**src/rtl/mem_pkg.sv**
```systemverilog
// Shared definitions for the MEM stage: size encodings, FSM states and byte-lane helpers.
package mem_pkg;

  localparam logic [1:0] MEM_BYTE = 2'b00;
  localparam logic [1:0] MEM_HALF = 2'b01;
  localparam logic [1:0] MEM_WORD = 2'b10;

  localparam logic [3:0] BE_BYTE    = 4'b0001;
  localparam logic [3:0] BE_HALF_LO = 4'b0011;
  localparam logic [3:0] BE_HALF_HI = 4'b1100;
  localparam logic [3:0] BE_WORD    = 4'b1111;

  typedef enum logic {S_IDLE, S_BUSY} state_e;

  // Clear the offset bits below the access size (size 11 behaves as a word).
  function automatic logic [1:0] align_off(input logic [1:0] size, input logic [1:0] off);
    logic [1:0] r;
    case (size)
      MEM_BYTE: r = off;
      MEM_HALF: r = {off[1], 1'b0};
      default:  r = 2'b00;
    endcase
    return r;
  endfunction

  function automatic logic is_misaligned(input logic [1:0] size, input logic [1:0] off);
    logic r;
    case (size)
      MEM_BYTE: r = 1'b0;
      MEM_HALF: r = off[0];
      default:  r = (off != 2'b00);
    endcase
    return r;
  endfunction

  // Byte enables for an already aligned offset.
  function automatic logic [3:0] lane_be(input logic [1:0] size, input logic [1:0] off);
    logic [3:0] r;
    case (size)
      MEM_BYTE: r = BE_BYTE << off;
      MEM_HALF: r = off[1] ? BE_HALF_HI : BE_HALF_LO;
      default:  r = BE_WORD;
    endcase
    return r;
  endfunction

endpackage

```
**src/rtl/mem_load_align.sv**
```systemverilog
// Load data alignment: picks the addressed byte/halfword lane of the read word and
// sign- or zero-extends it to 32 bits. Words pass through unchanged.
module mem_load_align
  import mem_pkg::*;
(
  input  logic [31:0] rdata,
  input  logic [1:0]  off,
  input  logic [1:0]  size,
  input  logic        is_unsigned,
  output logic [31:0] data
);

  logic [7:0]  byte_lane;
  logic [15:0] half_lane;

  always_comb begin
    byte_lane = rdata[{off, 3'b000} +: 8];
    half_lane = off[1] ? rdata[31:16] : rdata[15:0];
    data      = rdata;
    case (size)
      MEM_BYTE: data = {{24{byte_lane[7] & ~is_unsigned}}, byte_lane};
      MEM_HALF: data = {{16{half_lane[15] & ~is_unsigned}}, half_lane};
      default:  data = rdata;
    endcase
  end

endmodule

```
**src/rtl/mem_stage_hs.sv**
```systemverilog
// Pipeline MEM stage with a registered ready/valid request to the memory controller.
// Define MEM_ALIGN_CHECK_EN to reject misaligned half/word accesses with a bus error.
module mem_stage_hs
  import mem_pkg::*;
#(
  parameter int ADDR_W  = 18,
  parameter int REG_AW  = 5,
  parameter int TIMEOUT = 255
) (
  input  logic              clock,
  input  logic              reset,
  input  logic              ex_mem_readmem,
  input  logic              ex_mem_writemem,
  input  logic [1:0]        ex_mem_size,
  input  logic              ex_mem_unsigned,
  input  logic [31:0]       ex_mem_regb,
  input  logic              ex_mem_selwsource,
  input  logic [REG_AW-1:0] ex_mem_regdest,
  input  logic              ex_mem_writereg,
  input  logic [31:0]       ex_mem_wbvalue,
  output logic              mem_mc_en,
  output logic              mem_mc_rw,
  output logic [ADDR_W-1:0] mem_mc_addr,
  output logic [3:0]        mem_mc_be,
  output logic [31:0]       mem_mc_wdata,
  input  logic [31:0]       mem_mc_rdata,
  input  logic              mem_mc_ready,
  output logic              mem_stall,
  output logic [REG_AW-1:0] mem_wb_regdest,
  output logic              mem_wb_writereg,
  output logic [31:0]       mem_wb_wbvalue,
  output logic              mem_bus_err
);

  localparam int CNT_W = (TIMEOUT > 1) ? $clog2(TIMEOUT) : 1;

  state_e              state_q, state_d;
  logic [CNT_W-1:0]    cnt_q, cnt_d;
  logic                en_q, en_d;
  logic                rw_q, rw_d;
  logic [ADDR_W-1:0]   addr_q, addr_d;
  logic [3:0]          be_q, be_d;
  logic [31:0]         wdata_q, wdata_d;
  logic [1:0]          size_q, size_d;
  logic [1:0]          off_q, off_d;
  logic                uns_q, uns_d;
  logic [REG_AW-1:0]   wb_regdest_q, wb_regdest_d;
  logic                wb_writereg_q, wb_writereg_d;
  logic [31:0]         wb_wbvalue_q, wb_wbvalue_d;
  logic                bus_err_q, bus_err_d;

  logic                access;
  logic                align_err;
  logic [1:0]          off_eff;
  logic [31:0]         store_data;
  logic [31:0]         load_data;
  logic                timeout_hit;

  assign access      = ex_mem_readmem | ex_mem_writemem;
  assign off_eff     = align_off(ex_mem_size, ex_mem_wbvalue[1:0]);
  assign timeout_hit = (cnt_q == CNT_W'(TIMEOUT - 1));

`ifdef MEM_ALIGN_CHECK_EN
  assign align_err = is_misaligned(ex_mem_size, ex_mem_wbvalue[1:0]);
`else
  assign align_err = 1'b0;
`endif

  always_comb begin
    case (ex_mem_size)
      MEM_BYTE: store_data = {4{ex_mem_regb[7:0]}};
      MEM_HALF: store_data = {2{ex_mem_regb[15:0]}};
      default:  store_data = ex_mem_regb;
    endcase
  end

  // Alignment uses the attributes captured at request time, not the live EX/MEM copy.
  mem_load_align u_load_align (
    .rdata       (mem_mc_rdata),
    .off         (off_q),
    .size        (size_q),
    .is_unsigned (uns_q),
    .data        (load_data)
  );

  always_comb begin
    state_d       = state_q;
    cnt_d         = cnt_q;
    en_d          = en_q;
    rw_d          = rw_q;
    addr_d        = addr_q;
    be_d          = be_q;
    wdata_d       = wdata_q;
    size_d        = size_q;
    off_d         = off_q;
    uns_d         = uns_q;
    wb_regdest_d  = wb_regdest_q;
    wb_writereg_d = wb_writereg_q;
    wb_wbvalue_d  = wb_wbvalue_q;
    bus_err_d     = 1'b0;
    mem_stall     = 1'b0;

    case (state_q)
      S_IDLE: begin
        if (!access) begin
          wb_regdest_d  = ex_mem_regdest;
          wb_writereg_d = ex_mem_writereg;
          wb_wbvalue_d  = ex_mem_wbvalue;
        end else if (align_err) begin
          wb_writereg_d = 1'b0;
          bus_err_d     = 1'b1;
        end else begin
          en_d          = 1'b1;
          rw_d          = ~ex_mem_readmem & ex_mem_writemem;
          addr_d        = ex_mem_wbvalue[ADDR_W+1:2];
          be_d          = lane_be(ex_mem_size, off_eff);
          wdata_d       = store_data;
          size_d        = ex_mem_size;
          off_d         = off_eff;
          uns_d         = ex_mem_unsigned;
          cnt_d         = '0;
          wb_writereg_d = 1'b0;
          mem_stall     = 1'b1;
          state_d       = S_BUSY;
        end
      end
      S_BUSY: begin
        if (mem_mc_ready) begin
          en_d          = 1'b0;
          state_d       = S_IDLE;
          wb_regdest_d  = ex_mem_regdest;
          wb_writereg_d = ex_mem_writereg;
          wb_wbvalue_d  = ex_mem_selwsource ? load_data : ex_mem_wbvalue;
        end else if (timeout_hit) begin
          en_d          = 1'b0;
          state_d       = S_IDLE;
          bus_err_d     = 1'b1;
          wb_writereg_d = 1'b0;
        end else begin
          cnt_d         = cnt_q + CNT_W'(1);
          wb_writereg_d = 1'b0;
          mem_stall     = 1'b1;
        end
      end
      default: state_d = S_IDLE;
    endcase
  end

  always_ff @(posedge clock or posedge reset) begin
    if (reset) begin
      state_q       <= S_IDLE;
      cnt_q         <= '0;
      en_q          <= 1'b0;
      rw_q          <= 1'b0;
      addr_q        <= '0;
      be_q          <= '0;
      wdata_q       <= '0;
      size_q        <= '0;
      off_q         <= '0;
      uns_q         <= 1'b0;
      wb_regdest_q  <= '0;
      wb_writereg_q <= 1'b0;
      wb_wbvalue_q  <= '0;
      bus_err_q     <= 1'b0;
    end else begin
      state_q       <= state_d;
      cnt_q         <= cnt_d;
      en_q          <= en_d;
      rw_q          <= rw_d;
      addr_q        <= addr_d;
      be_q          <= be_d;
      wdata_q       <= wdata_d;
      size_q        <= size_d;
      off_q         <= off_d;
      uns_q         <= uns_d;
      wb_regdest_q  <= wb_regdest_d;
      wb_writereg_q <= wb_writereg_d;
      wb_wbvalue_q  <= wb_wbvalue_d;
      bus_err_q     <= bus_err_d;
    end
  end

  assign mem_mc_en       = en_q;
  assign mem_mc_rw       = rw_q;
  assign mem_mc_addr     = addr_q;
  assign mem_mc_be       = be_q;
  assign mem_mc_wdata    = wdata_q;
  assign mem_wb_regdest  = wb_regdest_q;
  assign mem_wb_writereg = wb_writereg_q;
  assign mem_wb_wbvalue  = wb_wbvalue_q;
  assign mem_bus_err     = bus_err_q;

endmodule

```
**config.mk**
```make
export PLATFORM = sky130hd
export DESIGN_NAME = mem_stage_hs
export DESIGN_NICKNAME = d
export VERILOG_FILES = /design/src/rtl/mem_pkg.sv /design/src/rtl/mem_load_align.sv /design/src/rtl/mem_stage_hs.sv
export SDC_FILE = /design/constraint.sdc
export NUM_CORES = 1
export LEC_CHECK = 0
export CAP_MARGIN = 10
export CORE_MARGIN = 5
export CORE_UTILIZATION = 39
export CTS_CLUSTER_SIZE = 25
export DETAILED_ROUTE_END_ITERATION = 8
export GPL_ROUTABILITY_DRIVEN = 0
export GPL_TIMING_DRIVEN = 0
export PLACE_DENSITY = 0.75
export SETUP_SLACK_MARGIN = 0.5
export SYNTH_ARGS = -nofsm -noshare
export SYNTH_HDL_FRONTEND = slang
export SYNTH_HIERARCHICAL = 1
export SYNTH_SLANG_ARGS = --single-unit
```
**constraint.sdc**
```tcl
create_clock -name clock -period 3.09 [get_ports clock]
set_input_delay 0.4635 -clock clock [delete_from_list [all_inputs] [get_ports clock]]
set_output_delay 0.4635 -clock clock [all_outputs]
set_load 0.005 [all_outputs]
```
Word-level counts from Yosys, hierarchy flattened
Index checks and enable logic that the tools add are counted.

storage, ports and cells
  input port bits = 111
  word-level logic and storage cells = 70
  output and inout bits = 96
  flip-flop bits (word level) = 109

cells by class
  equal/unequal tests = 9
  shift-type cells = 2
  $add $sub $neg = 1
  reduce and logical (&&, ||, !) cells = 6
  bitwise logic cells = 7
  mux-type cells = 31

operator list
  operator                                                number
  case mux 32 bit (2 select lines)                        3
  two-way mux 32 bit                                      3
  indexed part select 32 x 6 -> 8 bit                     1
  two-way mux 8 bit                                       3
  two-way mux 16 bit                                      1
  case mux 8 bit (2 select lines)                         1
  two-way mux 1 bit                                       10
  two-way mux 5 bit                                       2
  inequality test 2 bit (second input constant)           5
  case mux 5 bit (2 select lines)                         1
  adder 8 x 1 -> 8 bit (second input constant)            1
  equality test 8 bit (second input constant)             1
  case mux 1 bit (2 select lines)                         4
  case mux 4 bit (2 select lines)                         1
  AND reduction 2 bit                                     3
  equality test 2 x 1 -> 1 bit (second input constant)    2
  zero test 2 bit                                         2
  two-way mux 4 bit                                       1
  case mux 2 bit (2 select lines)                         1
  left shift 1 x 2 -> 4 bit (first input constant)        1
  bitwise AND 1 bit                                       3
  inequality test 3 x 2 -> 1 bit (second input constant)  1
  NOT 1 bit                                               3
  AND reduction 3 bit                                     1
  bitwise OR 1 bit                                        1

Longest topological paths before layout
  depth after elaboration = 6
  mapped depth = 8
  gate-level depth less buffers = 6

Modules after synthesis
Netlist, hierarchy kept.

by module, submodules not included
  module          sequential area each (sq um)  instances  area each (sq um)  cells each
  mem_stage_hs    2727.6                        1          4849.7             503
  mem_load_align  0.0                           1          694.4              122

Worst setup path after synthesis
OpenSTA, ideal clock, no wires.

  path type = register to output
  from = register state_q
  to = output mem_stall
  buffers on the path = 2
  required time = 2626 ps
  setup slack = 1500 ps
  stages on the path, launching flop included = 5
  arrival time = 1126 ps
  cells stage by stage = dfrtp_1 -> buf_6 -> o31ai_4 -> buf_4 -> nor2_1

on the way
  longest elaborated chain between the ends = 2

ends and longest elaborated chain
  element                            line                 RTL
  start: declaration                 mem_stage_hs.sv:37   state_e state_q, state_d;
  start signal: assignment           mem_stage_hs.sv:166  state_q <= state_d;
  NOT 1 bit (no source line)         n/a
  case mux 1 bit (2 select lines) *  mem_stage_hs.sv:103  case (state_q)
  end: declaration                   mem_stage_hs.sv:28   output logic mem_stall,

Mark *: on every way between the ends. The rest lies on a longest branch, timed or not.

Worst setup path in the final report
  from = input ex_mem_writemem
  to = output mem_stall

on the way
  longest elaborated chain between the ends = 3

ends and longest elaborated chain
  element                          line                 RTL
  start: declaration               mem_stage_hs.sv:13   input logic ex_mem_writemem,
  bitwise OR 1 bit                 mem_stage_hs.sv:59   assign access = ex_mem_readmem | ex_mem_writemem;
  two-way mux 1 bit                mem_stage_hs.sv:105  if (!access) begin
  case mux 1 bit (2 select lines)  mem_stage_hs.sv:103

Every way passes these cells.

==> flow_metrics.env <==
export IMPL_cts_max_path_buffers=2
export IMPL_timing_fmax_mhz=401.6
export IMPL_synth_edf_count=0
export IMPL_dp_cells=1013
export IMPL_setup_tns_ns=0
export IMPL_r2r_slack_ns=1.23
export IMPL_syn_area_sq_um=5544
export IMPL_period_needed_ns=2.490
export IMPL_ant_nets=0
export IMPL_min_to="mem_wb_regdest[2]"
export IMPL_status="complete, no violations"
export IMPL_cts_root_buf="clkbuf_16"
export IMPL_maxSlewViolCount=0
export IMPL_route_detailed_drc=0
export IMPL_grt_ovfl_total=0
export IMPL_placed_area_sq_um=7885
export IMPL_vias=5188
export IMPL_min_delay_path_class="register to register"
export IMPL_worstReg2RegStart="off_q[0]"
export IMPL_hpwl_mm=14.09
export IMPL_grt_busiest_layer="met2"
export IMPL_first_pass_iters=4
export IMPL_hold_viol=0
export IMPL_ios=207
export IMPL_stdcell_area_sq_um=8252
export IMPL_grt_setup_unrepaired="no"
export IMPL_cp_slowest_stage_delay_ns=0.60
export IMPL_die_area_sq_um=16700
export IMPL_p_leak_nw=3.811
export IMPL_critPathKind="input pin to primary output"
export IMPL_ys_seq_elements=109
export IMPL_core_sq_um=13930
export IMPL_crit_arrival_ns=2.03
export IMPL_met2_usage=0.3326
export IMPL_grt_antenna_before_repair=2
export IMPL_start_util=0.3979
export IMPL_fp_dieH_um=129.2
export IMPL_wl_mm=17.87
export IMPL_end_kind="primary output"
export IMPL_path_clk_slew_ns=0.08
export IMPL_peakVddDrop_mv=0.2815
export IMPL_die_x_um=129.2
export IMPL_worstPathRequired_ns=2.63
export IMPL_fin_cells=1033
export IMPL_use_met1=0.2859
export IMPL_vias_per_cell=5.022
export IMPL_num_fill_cells=1265
export IMPL_first_iter_violations=248
export IMPL_grt_pass1_vias=5076
export IMPL_cp_cell_sequence="clkdlybuf4s50_1 -> o31ai_4 -> buf_4 -> nor2_2 -> clkdlybuf4s50_1"
export IMPL_grtUsageMet3=0.05482
export IMPL_hp_start="mem_wb_regdest[2]"
export IMPL_wl_per_cell_um=17.30
export IMPL_seq_area_frac_synth=0.4920
export IMPL_p_per_area_nw_per_um2=587.7
export IMPL_critPathTopFamily="buffers and inverters"
export IMPL_rows=43
export IMPL_ctsHoldBuffers=0
export IMPL_total_power_mw=4.850
export IMPL_htreeDepth=3
export IMPL_finalSetupViolations=0
export IMPL_crit_path_frequent_cell="clkdlybuf4s50_1"
export IMPL_rr_worst_depth=6
export IMPL_cp_max_fo=10
export IMPL_fin_nets=959
export IMPL_clk_latency_ns=0.35
export IMPL_cp_start_kind="input pin"
export IMPL_cts_tree="yes"
export IMPL_clock_sinks=109
export IMPL_drive_gt1_frac=0.07403
export IMPL_min_period_over_period=0.8058
export IMPL_path_buf_inv=3
export IMPL_finalClockSkew_ns=0.007545
export IMPL_r2r_end="mem_wb_wbvalue[12]"
export IMPL_grt_usage=0.2117
export IMPL_yosysWarnings=6
export IMPL_hold_depth=2
export IMPL_synth_cell_types=44
export IMPL_port_buffers=205
export IMPL_max_slew_margin=0.5815
export IMPL_synthFlopType="dfrtp_1"
export IMPL_area_growth_pct=48.84
export IMPL_async_reset_ff_frac=1.000
export IMPL_cap_violations=0
export IMPL_synth_cells=625
export IMPL_utilization=0.5922
export IMPL_syn_num_nets=738
export IMPL_tightestPinTransition_ns=0.6278
export IMPL_cts_buffers=9
export IMPL_postSynthAreaPerCell_sq_um=8.871
export IMPL_grt_pass1_wl_mm=27.36
export IMPL_grt_max_degree=42
export IMPL_slowest_stage="clkdlybuf4s50_1"
-- metal layers --
metal,part of all wire,routed length (um),vias to the layer above
met5,0,0,-
met4,0.024,433,0
met3,0.075,1344,31
met2,0.46,8255,176
met1,0.44,7840,2426
li1,-,-,2555
-- worst register-to-register path, stage by stage, from the launching register on --
cell	delay, ns
dfrtp_1	0.44
mux2i_1	0.18
mux2_4	0.30
nor4_4	0.37
a221o_1	0.24
mux2i_1	0.08
o21ai_0	0.16
-- where the power goes --
group | leakage [nW] | total [mW] | switching [mW] | internal, mW
Clock | 0.168 | 1.31 | 0.544 | 0.765
Sequential | 1.33 | 1.90 | 0.181 | 1.72
Combinational | 2.31 | 1.64 | 0.732 | 0.911
-- cell type report --
type	count	area, sq um	share of cell area
multi-input cells	468	2576	0.3122
plain buffers	41	216.5	0.02623
inverters	7	32.53	0.003942
well taps	180	225.2	0.02729
repair buffers	210	2127	0.2578
flip-flops and latches	109	2728	0.3306
diodes	2	5.005	0.0006065
clock buffers	11	252.7	0.03063
clock inverters	5	88.84	0.01077
-- placed cells by master, fill, tap and decap left out, types with 3 or more instances in the layout --
cell,netlist,final
dfrtp_1,109,109
o22a_1,3,3
a221o_1,8,8
a2bb2oi_1,3,3
a22oi_1,5,5
clkbuf_1,15,15
nor2b_1,6,6
inv_1,6,5
clkbuf_16,0,9
a21o_1,3,3
nand3_1,5,5
o21ai_0,43,43
nand2_1,205,205
buf_12,0,3
or2_2,4,4
o31ai_1,4,4
nand2b_1,8,8
mux2i_1,60,60
buf_2,18,17
buf_4,6,9
o21ai_1,5,5
clkdlybuf4s50_1,0,205
or4_1,4,4
a21oi_1,41,41
nor2_1,37,36
-- worst max path at each step --
stage	endpoint	depth (start not counted)	slack (ns)	from
finish	mem_stall	5	0.60	ex_mem_writemem
global route	mem_stall	5	0.52	ex_mem_writemem
CTS	mem_stall	6	0.52	cnt_q[1]
detailed placement	mem_stall	5	0.42	ex_mem_writemem
global placement	cnt_q[0]	2	0.16	reset
floorplan	cnt_q[0]	1	1.31	reset
-- stage by stage --
step / hold slack [ns] / setup WS, ns
floorplan: 0.4610 / 1.311
global placement: 0.4485 / 0.1646
detailed placement: 0.4559 / 0.4238
CTS: 0.4730 / 0.5222
global route: 0.5013 / 0.5185
finish: 0.4679 / 0.5999
-- sequential cells by signal, summed over array words and instances, names as in the netlist, 2 cells and up --
register,cells
cnt_q,8
mem_mc_addr,18
mem_mc_be,4
mem_mc_wdata,32
mem_wb_regdest,5
mem_wb_wbvalue,32
off_q,2
size_q,2
-- cells in the mapped netlist, drive strengths merged, types with 5 or more instances --
library cell,count,area [sq um]
mux2i,60,600.6
nand2b,8,50.05
a221o,8,80.08
clkbuf,15,56.30
buf,26,157.7
nor2,38,145.1
inv,7,28.78
a21oi,41,205.2
o21ai,48,240.2
nand2,207,787.0
dfrtp,109,2728
nand3,5,25.02
o31ai,5,51.30
a22oi,5,37.54
nor2b,7,46.30
-- kinds of logic (layout without fill, tap and decap cells) --
group | count (synthesis) | after routing | share of synthesized area
compound gates | 123 | 123 | 0.1352
other cells | 0 | 2 | 0
buf+inv | 48 | 274 | 0.04378
mux | 61 | 61 | 0.1110
fa+ha+maj | 2 | 2 | 0.004513
simple gates | 282 | 282 | 0.2135
flops | 109 | 109 | 0.4920
-- timing repair --
| action | in CTS | in global routing |
|---|---|---|
| resized for setup | 0 | 3 |
| buffers inserted | 2 | 0 |
| pin swaps | 1 | 0 |
| endpoints found under the setup margin | 1 | 1 |
| gates cloned | 0 | 0 |
Power figures use the tool's default switching activity.
